**config.mk**
```make
export PLATFORM = sky130hd
export DESIGN_NAME = retire_trace_buffer
export DESIGN_NICKNAME = d
export VERILOG_FILES = /design/src/rtl/cpu_trace_pkg.sv /design/src/rtl/trace_fifo.sv /design/src/rtl/retire_trace_buffer.sv
export SDC_FILE = /design/constraint.sdc
export NUM_CORES = 1
export LEC_CHECK = 0
export ABC_CLOCK_PERIOD_IN_PS = 12310
export BUFFER_PORTS_ARGS = -buffer_cell sky130_fd_sc_hd__buf_2
export CORE_MARGIN = 1.5
export CORE_UTILIZATION = 69
export CTS_BUF_LIST = sky130_fd_sc_hd__clkbuf_8
export DETAILED_ROUTE_END_ITERATION = 12
export PLACE_DENSITY_LB_ADDON = 0.05
export SLEW_MARGIN = 10
export SYNTH_ARGS = -nofsm -noshare
export SYNTH_HDL_FRONTEND = slang
export SYNTH_SLANG_ARGS = --single-unit
```
**constraint.sdc**
```tcl
create_clock -name clk -period 12.31 [get_ports clk]
set_input_delay 0 -clock clk [delete_from_list [all_inputs] [get_ports clk]]
set_output_delay 0 -clock clk [all_outputs]
set_load 0.005 [all_outputs]
```
**src/rtl/cpu_trace_pkg.sv**
```systemverilog
// Shared types for the retirement trace path: record kinds,
// the packed trace record and the drain state machine encoding.
package cpu_trace_pkg;

    localparam int TRACE_W = 16;

    typedef enum logic [1:0] {
        TRACE_REG  = 2'd0,
        TRACE_MEM  = 2'd1,
        TRACE_JMP  = 2'd2,
        TRACE_RSVD = 2'd3
    } trace_kind_e;

    typedef struct packed {
        trace_kind_e          kind;
        logic [TRACE_W-1:0]   pc;
        logic [TRACE_W-1:0]   addr;
        logic [TRACE_W-1:0]   data;
    } trace_rec_t;

    typedef enum logic [1:0] {
        RUN   = 2'd0,
        DRAIN = 2'd1,
        DONE  = 2'd2
    } trace_state_e;

endpackage

```
**src/rtl/trace_fifo.sv**
```systemverilog
// Fall-through FIFO: the head entry is visible combinationally and
// a push into a full FIFO is accepted only when a pop frees a slot.
module trace_fifo #(
    parameter int DEPTH = 16,
    parameter int WIDTH = 50,
    parameter int AW    = $clog2(DEPTH)
) (
    input  logic             clk,
    input  logic             rst_n,
    input  logic             i_push,
    input  logic [WIDTH-1:0] i_wdata,
    input  logic             i_pop,
    output logic [WIDTH-1:0] o_rdata,
    output logic             o_full,
    output logic             o_empty,
    output logic [AW:0]      o_count
);

    localparam logic [AW:0] FULL_CNT = (AW+1)'(DEPTH);

    logic [WIDTH-1:0] r_mem [DEPTH];
    logic [AW-1:0]    r_wr_ptr;
    logic [AW-1:0]    r_rd_ptr;
    logic [AW:0]      r_count;

    logic w_do_push;
    logic w_do_pop;

    assign o_full    = (r_count == FULL_CNT);
    assign o_empty   = (r_count == '0);
    assign o_count   = r_count;
    assign o_rdata   = r_mem[r_rd_ptr];
    assign w_do_pop  = i_pop && !o_empty;
    assign w_do_push = i_push && (!o_full || w_do_pop);

    // Storage is not reset; out_* are don't-care while empty.
    always_ff @(posedge clk) begin
        if (w_do_push) begin
            r_mem[r_wr_ptr] <= i_wdata;
        end
    end

    always_ff @(posedge clk or negedge rst_n) begin
        if (!rst_n) begin
            r_wr_ptr <= '0;
            r_rd_ptr <= '0;
            r_count  <= '0;
        end else begin
            if (w_do_push) begin
                r_wr_ptr <= r_wr_ptr + 1'b1;
            end
            if (w_do_pop) begin
                r_rd_ptr <= r_rd_ptr + 1'b1;
            end
            unique case ({w_do_push, w_do_pop})
                2'b10:   r_count <= r_count + 1'b1;
                2'b01:   r_count <= r_count - 1'b1;
                default: r_count <= r_count;
            endcase
        end
    end

endmodule

```
**src/rtl/retire_trace_buffer.sv**
```systemverilog
// Buffers one retirement record per cycle for the trace logger;
// on halt it stops capturing, drains the FIFO and flags done.
module retire_trace_buffer
    import cpu_trace_pkg::*;
#(
    parameter int DEPTH = 16,
    parameter int AW    = $clog2(DEPTH),
    parameter int W     = 16
) (
    input  logic         clk,
    input  logic         rst_n,
    input  logic         retire_valid,
    input  logic [1:0]   retire_kind,
    input  logic [W-1:0] retire_pc,
    input  logic [W-1:0] retire_addr,
    input  logic [W-1:0] retire_data,
    input  logic         halt,
    output logic         out_valid,
    input  logic         out_ready,
    output logic [1:0]   out_kind,
    output logic [W-1:0] out_pc,
    output logic [W-1:0] out_addr,
    output logic [W-1:0] out_data,
    output logic         overflow,
    output logic [15:0]  drop_cnt,
    output logic         done
);

    localparam int RW = 2 + 3 * W;

    trace_state_e  r_state;
    logic          r_overflow;
    logic [15:0]   r_drop_cnt;
    logic          r_done;

    logic [RW-1:0] w_wdata;
    logic [RW-1:0] w_rdata;
    logic          w_full;
    logic          w_empty;
    logic [AW:0]   w_count;
    logic          w_push_req;
    logic          w_push;
    logic          w_pop;
    logic          w_drop;
    logic          w_last_out;

    assign w_wdata    = {retire_kind, retire_pc, retire_addr, retire_data};
    assign w_push_req = (r_state == RUN) && retire_valid
                     && (retire_kind != TRACE_RSVD);
    assign out_valid  = !w_empty && (r_state != DONE);
    assign w_pop      = out_valid && out_ready;
    assign w_push     = w_push_req && (!w_full || w_pop);
    // A full FIFO without a pop refuses the record; old entries stay intact.
    assign w_drop     = w_push_req && w_full && !w_pop;
    assign w_last_out = (w_count == '0)
                     || ((w_count == (AW+1)'(1)) && w_pop);

    assign {out_kind, out_pc, out_addr, out_data} = w_rdata;
    assign overflow = r_overflow;
    assign drop_cnt = r_drop_cnt;
    assign done     = r_done;

    trace_fifo #(
        .DEPTH (DEPTH),
        .WIDTH (RW),
        .AW    (AW)
    ) u_fifo (
        .clk     (clk),
        .rst_n   (rst_n),
        .i_push  (w_push),
        .i_wdata (w_wdata),
        .i_pop   (w_pop),
        .o_rdata (w_rdata),
        .o_full  (w_full),
        .o_empty (w_empty),
        .o_count (w_count)
    );

    always_ff @(posedge clk or negedge rst_n) begin
        if (!rst_n) begin
            r_overflow <= 1'b0;
            r_drop_cnt <= '0;
        end else if (w_drop) begin
            r_overflow <= 1'b1;
            if (r_drop_cnt != 16'hFFFF) begin
                r_drop_cnt <= r_drop_cnt + 16'd1;
            end
        end
    end

    always_ff @(posedge clk or negedge rst_n) begin
        if (!rst_n) begin
            r_state <= RUN;
            r_done  <= 1'b0;
        end else begin
            unique case (r_state)
                RUN: begin
                    if (halt) begin
                        r_state <= DRAIN;
                    end
                end
                DRAIN: begin
                    if (w_last_out) begin
                        r_state <= DONE;
                        r_done  <= 1'b1;
                    end
                end
                DONE: begin
                    r_done <= 1'b1;
                end
                default: begin
                    r_state <= RUN;
                    r_done  <= 1'b0;
                end
            endcase
        end
    end

endmodule

```
==> flow_summary.ini, run 1 <==
[grt]
grt_antenna_before_repair = 2
grt_pass1_wl_um = 95600
grt_max_degree = 114
grt-ovfl-total = 0
grt_pass1_vias = 15600
grt_usage_pct = 28.6

[synth]
netlist.area_leader.share_pct = 75.6
synth_area_leaders = edfxtp_1 (76%), mux4_2 (18%), dfrtp_1 (2.6%)
synth_area_per_cell_um2 = 24.7
synth_top_area_cell = edfxtp_1
synth_flop_cell = edfxtp_1
synth_edf_count = 800
yosys_register_bits = 833
synth_cell_types = 33
syn_inst = 1285
synth_warnings = 0
yosysMostFrequentCell = edfxtp_1
synthTopCellsByCount = edfxtp_1 (800), mux4_2 (250), dfrtp_1 (33), clkbuf_1 (29)
syn-cell-area_um2 = 31800
syn_nets = 1355
ys_seq_area_share_pct = 78.2
async_flop_share_pct = 3.96

[sta]
finalCritPeriodShare_pct = 32.9
finalHoldViolations = 0
final.setup_skew_ns = 0.0304
setup_viol = 0
totalNegativeSetupSlack_ns = 0
finalWorstSetupSlack_ns = 8.27
timing.hold.ws_ns = 0.164
min_period_ns = 4.04
fmax_mhz = 247
finalMaxSlewViolations = 0
grt_setup_unrepaired = no
relSlewSlack_pct = 22.6
worstMarginPinSlew_ns = 1.16

[detailed_routing]
post_drt_wl_per_cell_um = 28.2
drcViolationCount = 0
route.detailed.vias_per_inst = 6.48
wl_um = 63800
via_count = 14600
firstDrtPassIters = 5
initialDrtViolationCount = 1461
antenna_left = 0

[placement]
place_congestion = 0.770
numPortBuffers = 123
dp_hpwl_um = 31000
placed_area_um2 = 33100
dpl.cell_count = 1971
dp_slack_ns = 8.79

[setup_path]
r2r_end = u_fifo.r_mem[12][31]
setup.worst_path.start_class = flop
regToRegSetupSlack_ns = 8.97
ff2ff_path_depth = 7
cp-end-kind = output port
cp_data_required_time_ns = 12.31
critPathArrivalTime_ns = 4.04
r2r_start = u_fifo.o_count[0]
worst-setup-path-type = flop to output port
crit_fanout = 52

[clock_network]
ctsRootBufferMaster = clkbuf_8
cts.sinks = 833
htree_levels = 4
insertion_delay_ns = 0.76
post_cts_buffers = 0
numCtsBuffers = 131
clockBufferDepth = 3
cts_tree = yes
clkTransAtPathRegs_ns = 0.06
cts_resized = 0

[hold_path]
holdPathStages = 2
hold_path.class = input port to flop
holdCritStartpoint = retire_addr[14]
hold_path_end = u_fifo.r_mem[0][30]

[finish]
nets = 1631
fillers = 2239
layout-drive-gt1-share_pct = 35.2
design_area_um2 = 36000
ff_latch_area_um2 = 24900
final_core_util_pct = 79.3
multi_input_area_um2 = 6670
syn_to_final_growth_pct = 13.3
layoutNonFillerInstCount = 2259

[floorplan]
fp.dieW_um = 218
die_h_um = 218
core_um2 = 45400
io_pins = 124
initial_core_util_pct = 70.0
die_area_um2 = 47400
row_count = 78

[run_status]
status = completed

[pwr]
power_density_nw_per_um2 = 205
ir_drop_v = 0.000186
p_leak_nw = 11.8
p_total_mw = 7.38

[flow_run]
drv_cap = 0
## placed cells by master, fill, tap and decap left out, types with 3 or more instances in the layout
cell type,netlist,layout
a21oi_1,4,4
and3_1,3,3
buf_2,4,123
buf_4,10,23
clkbuf_8,0,137
clkinv_1,0,23
clkinv_2,0,14
clkinvlp_4,0,5
dfrtp_1,33,29
dfrtp_4,0,4
dlygate4sd3_1,0,56
edfxtp_1,800,800
ha_1,15,15
inv_1,7,56
mux2_2,5,5
mux4_2,250,250
nand2_1,17,17
nand2b_1,5,5
nand3_1,11,11
nand4_1,5,5
nand4b_1,3,3
nor2_1,18,6
nor2_4,0,12
nor3_1,8,4
nor3_2,0,4
o21ai_0,3,3
xnor2_1,18,18
xor2_1,7,7
## logic make-up (layout without fill, tap and decap cells)
group	after synthesis	after routing	synth area share [%]
AO/OA/AOI/OAI	10	10	0.185
AND/OR/NAND/NOR	78	78	1.26
XOR/XNOR	25	25	0.689
buffers and inverters	68	440	1.17
adder cells (fa/ha/maj)	15	15	0.591
other	0	2	0
multiplexers	256	256	17.9
flip-flops	833	833	78.2
## final cells by class
class / count / area share [%]
Sequential cell: 833 / 69.1
Multi-Input combinational cell: 384 / 18.5
Clock buffer: 137 / 5.24
Timing Repair Buffer: 204 / 3.86
Tap cell: 600 / 2.09
Clock inverter: 92 / 1.13
Inverter: 7 / 0.0730
Antenna cell: 2 / 0.0139
## layer usage
layer	wire (um)	global-route usage [%]	vias to the layer above
li1	-	-	6093
met1	25300	40.4	7801
met2	32800	46.0	640
met3	4400	6.26	112
met4	1300	8.84	0
met5	0	0	-
## report_power, final
part / switching [mW] / total [mW] / leakage, nW / internal (mW)
Sequential: 0.201 / 3.45 / 7.62 / 3.25
Combinational: 0.833 / 1.88 / 2.87 / 1.05
Clock: 1.00 / 2.05 / 1.35 / 1.05
Total: 2.04 / 7.38 / 11.8 / 5.34
## timing repair
| action | in CTS | in global routing |
|---|---|---|
| hold endpoints to repair | 850 | 0 |
| hold buffers | 57 | 0 |
| setup endpoints to repair | 0 | 0 |
## sequential cells by signal, summed over array words and instances (netlist names)
register	flops
u_fifo.r_mem	800
drop_cnt	16
done	1
overflow	1
u_fifo.r_rd_ptr	4
u_fifo.o_count	5
u_fifo.r_wr_ptr	4
r_state	2
## critical path: stages, from the launching register on
cell,delay (ns)
dfrtp_4,0.70
buf_4,0.72
buf_4,0.74
mux4_2,0.43
mux4_2,0.50
buf_2,0.15
## worst max path at each step
stage,depth (start not counted),to,slack [ns],start
CTS,4,out_pc[12],8.18,u_fifo.r_rd_ptr[0]
global placement,7,u_fifo.r_mem[6][36],8.87,u_fifo.o_count[0]
detailed placement,7,u_fifo.r_mem[6][37],8.79,u_fifo.o_count[0]
finish,5,out_addr[7],8.27,u_fifo.r_rd_ptr[1]
floorplan,6,u_fifo.r_mem[3][0],6.94,u_fifo.o_count[0]
global route,4,out_addr[5],8.03,u_fifo.r_rd_ptr[0]
(Power assumes the default switching activity.)
==> run 2: changes to the inputs <==
--- a/config.mk
+++ b/config.mk
@@ -5,10 +5,11 @@
 export SDC_FILE = /design/constraint.sdc
 export NUM_CORES = 1
 export LEC_CHECK = 0
-export ABC_CLOCK_PERIOD_IN_PS = 12310
+export ABC_AREA = 1
+export ABC_CLOCK_PERIOD_IN_PS = 3800
 export BUFFER_PORTS_ARGS = -buffer_cell sky130_fd_sc_hd__buf_2
 export CORE_MARGIN = 1.5
-export CORE_UTILIZATION = 69
+export CORE_UTILIZATION = 64
 export CTS_BUF_LIST = sky130_fd_sc_hd__clkbuf_8
 export DETAILED_ROUTE_END_ITERATION = 12
 export PLACE_DENSITY_LB_ADDON = 0.05
==> constraint.sdc (replaced) <==
create_clock -name clk -period 3.8 [get_ports clk]
set_input_delay 0 -clock clk [delete_from_list [all_inputs] [get_ports clk]]
set_output_delay 0 -clock clk [all_outputs]
set_load 0.005 [all_outputs]
==> run 2 against run 1 <==
Net effect: sequential share of layout area is 3.4 points lower; area after synthesis is 6.0% higher; via count is 47% higher; sequential cell count stayed put; global-route usage is 0.43 points higher; setup slack worse by 8.0 ns; critical path depth is 1 higher; non-clock buffer count is 23 higher; design area is 5.1% higher; final cell count is 58% higher; routed wire length is 20% higher; critical endpoint is now out_addr[11].
==> flow_summary.ini, run 2 <==
[sta]
timing.hold.ws_ns = 0.118
setup_viol = 0
worstMarginPinSlew_ns = 1.16
finalWorstSetupSlack_ns = 0.305
relSlewSlack_pct = 22.4
finalMaxSlewViolations = 0
finalHoldViolations = 0
final.setup_skew_ns = 0.0210
totalNegativeSetupSlack_ns = 0
fmax_mhz = 286
finalCritPeriodShare_pct = 92.0
grt_setup_unrepaired = no
min_period_ns = 3.50

[floorplan]
core_um2 = 51700
die_area_um2 = 54000
initial_core_util_pct = 65.1
io_pins = 124
fp.dieW_um = 232
row_count = 83
die_h_um = 232

[synth]
syn_nets = 2676
synth_top_area_cell = edfxtp_1
yosysMostFrequentCell = edfxtp_1
synthTopCellsByCount = edfxtp_1 (800), nor2_1 (413), o21ai_0 (270), o211ai_1 (250), nand2_1 (187)
synth_cell_types = 32
synth_flop_cell = edfxtp_1
synth_edf_count = 800
async_flop_share_pct = 3.96
synth_area_per_cell_um2 = 12.9
synth_warnings = 0
synth_area_leaders = edfxtp_1 (71%), o211ai_1 (5.6%), nor2_1 (4.6%)
syn_inst = 2606
yosys_register_bits = 833
netlist.area_leader.share_pct = 71.3
syn-cell-area_um2 = 33700
ys_seq_area_share_pct = 73.8

[grt]
grt-ovfl-total = 0
grt_max_degree = 262
grt_usage_pct = 29.0
grt_antenna_before_repair = 3
grt_pass1_vias = 21400
grt_pass1_wl_um = 118000

[pwr]
power_density_nw_per_um2 = 692
ir_drop_v = 0.000802
power_frac_seq_pct = 41.7
power_frac_comb_pct = 32.0
switchingPower_mw = 9.40
power.internal_mw = 16.8
p_total_mw = 26.2
switching_share_pct = 35.9
clockPowerShare_pct = 26.3
p_leak_nw = 13.1

[clock_network]
cts_tree = yes
post_cts_buffers = 0
clkTransAtPathRegs_ns = 0.06
htree_levels = 4
postCtsHoldBufs = 56
cts.sinks = 833
numCtsBuffers = 134
clockBufferDepth = 3
ctsRootBufferMaster = clkbuf_8
cts_resized = 0
insertion_delay_ns = 0.77

[detailed_routing]
route.detailed.vias_per_inst = 6.01
firstDrtPassIters = 5
drcViolationCount = 0
wl_um = 76400
via_count = 21500
antenna_left = 0
initialDrtViolationCount = 2023
post_drt_wl_per_cell_um = 21.4

[setup_path]
crit_fanout = 173
r2r_end = u_fifo.r_mem[12][24]
cp_data_required_time_ns = 3.80
max_stage_delay_ns = 0.96
critPathArrivalTime_ns = 3.50
regToRegSetupSlack_ns = 0.87
crit_chain = buf_12 > o21ai_0 > o211ai_1 > nand3_1 > nand2_1 > buf_2
setup.worst_path.start_class = flop
cp-end-kind = output port
critPathCapture = out_addr[11]
ff2ff_path_depth = 8
worst-setup-path-type = flop to output port
r2r_start = u_fifo.o_count[0]
cp-startpoint = u_fifo.r_rd_ptr[1]
crit_slowest_cell = dfrtp_4

[finish]
largest_register_ffs = 800
largest_register = u_fifo.r_mem
final_common_cell = edfxtp_1
final_cell_mix = edfxtp_1 (800), nor2_1 (413), o21ai_0 (270), o211ai_1 (250), nand2_1 (187)
syn_to_final_growth_pct = 12.3
layout-drive-gt1-share_pct = 12.8
nets = 2868
layoutNonFillerInstCount = 3571

[placement]
dp_hpwl_um = 39200
numPortBuffers = 123
dpl.cell_count = 3286
place_congestion = 0.815
dp_slack_ns = 0.925

[run_status]
status = completed

[flow_run]
drv_cap = 0

[hold_path]
hold_path.class = input port to flop
holdPathStages = 4
-- run 2: per-stage QoR --
stage | cell area, um^2 | utilization, %
3_5_place_dp | 34900 | 67.5
4_1_cts | 37800 | 73.2
2_1_floorplan | 33700 | -
3_3_place_gp | 34900 | 67.5
5_1_grt | 37800 | 73.2
6_report | 37800 | 73.2
-- run 2: how the worst min path moves through the flow --
stage	start	end	slack, ns
after global placement	rst_n	drop_cnt[15]	0.10
after floorplan	rst_n	done	-0.30
final	out_ready	u_fifo.r_rd_ptr[0]	0.12
after CTS	out_ready	u_fifo.r_rd_ptr[0]	0.06
after detailed placement	rst_n	drop_cnt[15]	0.11
after global routing	out_ready	u_fifo.r_rd_ptr[0]	0.12
-- run 2: logic make-up (layout without fill, tap and decap cells) --
group	Yosys count	count (layout)	share of synthesized area, %
other cells	0	2	0
xor+xnor	19	19	0.494
compound gates	662	662	11.7
buf+inv	313	596	4.23
flops	833	833	73.8
fa+ha+maj	15	15	0.557
simple gates	764	764	9.26
-- run 2: worst max-delay path: cells and delay by family, from the launching register on --
family                 cells  cell delay, ns
DFF                        1            0.96
buffers and inverters      2            0.64
AOI/OAI and AO/OA          2            0.56
and+or+nand+nor            2            0.28
-- run 2: power groups by stage --
stage | Clock (mW) | Combinational, mW | Sequential [mW]
4_1_cts | 6.99 | 8.42 | 10.9
6_report | 6.89 | 8.38 | 10.9
3_5_place_dp | 0 | 8.33 | 11.1
5_1_grt | 7.38 | 9.32 | 11.0
3_3_place_gp | 0 | 8.17 | 11.1
2_1_floorplan | 0 | 5.87 | 10.9
-- run 2: area by class of cell --
class                      instances  area [um^2]
inverter                         142          543
clock buffer                     146         2010
clock inverter                    81          347
fill                            3446        13900
antenna                            2         5.00
sequential                       833        24900
tap                              680          851
timing repair buffer             227         1730
multi-input combinational       1460         7500
-- run 2: layer usage --
| layer | GRT usage, % | part of all wire (%) | up-vias |
|---|---|---|---|
| met2 | 46.4 | 49 | 834 |
| met4 | 9.60 | 2.0 | 2 |
| met5 | 0 | 0.017 | - |
| met1 | 40.4 | 42 | 10600 |
| met3 | 6.00 | 7.2 | 116 |
| li1 | - | - | 9899 |
==> run 3: changes to the inputs <==
--- a/config.mk
+++ b/config.mk
@@ -12,7 +12,7 @@
 export CORE_UTILIZATION = 64
 export CTS_BUF_LIST = sky130_fd_sc_hd__clkbuf_8
 export DETAILED_ROUTE_END_ITERATION = 12
-export PLACE_DENSITY_LB_ADDON = 0.05
+export PLACE_DENSITY_LB_ADDON = 0.2
 export SLEW_MARGIN = 10
 export SYNTH_ARGS = -nofsm -noshare
 export SYNTH_HDL_FRONTEND = slang
==> run 3 against run 2 <==
Net effect: design area grew 0.28%; non-clock buffer count shrank 1; final cell count grew 0.11%; critical path depth is the same; setup slack gained 0.21 ns; routed wire length grew 4.8%; largest power group unchanged.
==> flow_summary.ini, run 3 (same netlist as run 2, synthesis figures left out) <==
[floorplan]
core_um2 = 51700
initial_core_util_pct = 65.1
fp.dieW_um = 232
die_h_um = 232
io_pins = 124
die_area_um2 = 54000
row_count = 83

[clock_network]
insertion_delay_ns = 0.77
ctsRootBufferMaster = clkbuf_8
numCtsBuffers = 133
cts_tree = yes
clkTransAtPathRegs_ns = 0.05
clockBufferDepth = 3
htree_levels = 4
cts.sinks = 833

[finish]
largest_register_ffs = 800
final_cell_mix = edfxtp_1 (800), nor2_1 (413), o21ai_0 (270), o211ai_1 (250), nand2_1 (187)
syn_to_final_growth_pct = 12.7
final_common_cell = edfxtp_1
n_antenna_cell = 0
fillers = 3355
nets = 2866
final_core_util_pct = 73.4
largest_register = u_fifo.r_mem
design_area_um2 = 38000
layout-drive-gt1-share_pct = 12.7

[detailed_routing]
post_drt_wl_per_cell_um = 22.4
firstDrtPassIters = 5
wl_um = 80100
initialDrtViolationCount = 2989
antenna_left = 0
drcViolationCount = 0
via_count = 21900
route.detailed.vias_per_inst = 6.13

[grt]
grt-ovfl-total = 0
grt_max_degree = 282
grt_pass1_vias = 21100
grt_usage_pct = 29.9
grt_pass1_wl_um = 121000
grt_antenna_before_repair = 1

[sta]
setup_viol = 0
grt_setup_unrepaired = no
worstMarginPinSlew_ns = 1.19
min_period_ns = 3.28
fmax_mhz = 304
final.setup_skew_ns = 0.0355
relSlewSlack_pct = 20.4
finalMaxSlewViolations = 0
finalCritPeriodShare_pct = 86.4
finalHoldViolations = 0

[setup_path]
critPathArrivalTime_ns = 3.28
setup.worst_path.start_class = flop
cp-end-kind = output port
worst-setup-path-type = flop to output port
crit_fanout = 281
cp_data_required_time_ns = 3.80

[placement]
numPortBuffers = 123
place_congestion = 0.824
placed_area_um2 = 35000
dp_hpwl_um = 42000

[pwr]
p_leak_nw = 13.2
ir_drop_v = 0.000584
power_density_nw_per_um2 = 699

[run_status]
status = completed

[flow_run]
drv_cap = 0

[hold_path]
hold_path.class = input port to flop
run 3: path summary, 6_finish.rpt:
check	start	endpoint	slack, ns	cells after the start
min in group asynchronous	rst_n	u_fifo.r_rd_ptr[2]	0.31	4
min reg2reg	overflow	overflow	0.47	1
min	out_ready	u_fifo.r_rd_ptr[0]	0.16	4
max	u_fifo.r_rd_ptr[0]	out_data[11]	0.52	6
max in group asynchronous	rst_n	u_fifo.r_rd_ptr[0]	3.28	4
max reg2reg	u_fifo.o_count[0]	u_fifo.r_mem[10][39]	1.32	9
run 3: report_power, final:
group          switching, mW  total (mW)  internal [mW]
Sequential             0.312        10.9           10.5
Clock                   3.40        6.91           3.52
Combinational           6.05        8.78           2.73
Total                   9.76        26.5           16.8
run 3: cell type report:
class	count	area [um^2]	share of cell area, %
well taps	680	851	2.24
multi-input cells	1460	7500	19.8
inverters	142	543	1.43
flip-flops and latches	833	24900	65.5
clock inverters	95	462	1.22
clock buffers	139	1910	5.04
repair buffers	226	1830	4.81
run 3: what timing repair did:
| action | in CTS | in global routing |
|---|---|---|
| setup buffers | 0 | 0 |
| hold buffers | 56 | 0 |
| hold endpoints to repair | 846 | 0 |
| gates resized for setup | 0 | 0 |
run 3: worst max-delay path: stages, from the launching register on:
cell	delay, ns
dfrtp_4	0.49
buf_12	0.69
o21ai_0	0.37
o211ai_1	0.30
nand3_1	0.12
nand2_1	0.17
buf_2	0.14
run 3: through the flow:
| stage | TNS (ns) | std cells | power [mW] | hold slack, ns | worst slack [ns] |
|---|---|---|---|---|---|
| global placement | 0 | 3285 | 19.5 | 0.114 | 1.36 |
| CTS | 0 | 3575 | 26.6 | 0.0976 | 0.569 |
| detailed placement | 0 | 3285 | 19.7 | 0.117 | 1.31 |
| global route | 0 | 3575 | 27.8 | 0.158 | 0.412 |
| finish | 0 | 3575 | 26.5 | 0.163 | 0.515 |
| floorplan | -1134.25 | 2606 | 16.8 | -0.296 | -1.42 |
run 3: metal layers:
layer	up-vias	global-route usage (%)	share of wire (%)
met5	-	0	0.014
met4	2	12.1	2.6
met3	157	4.90	8.7
met2	1134	47.5	49
met1	10700	41.9	40
li1	9899	-	-
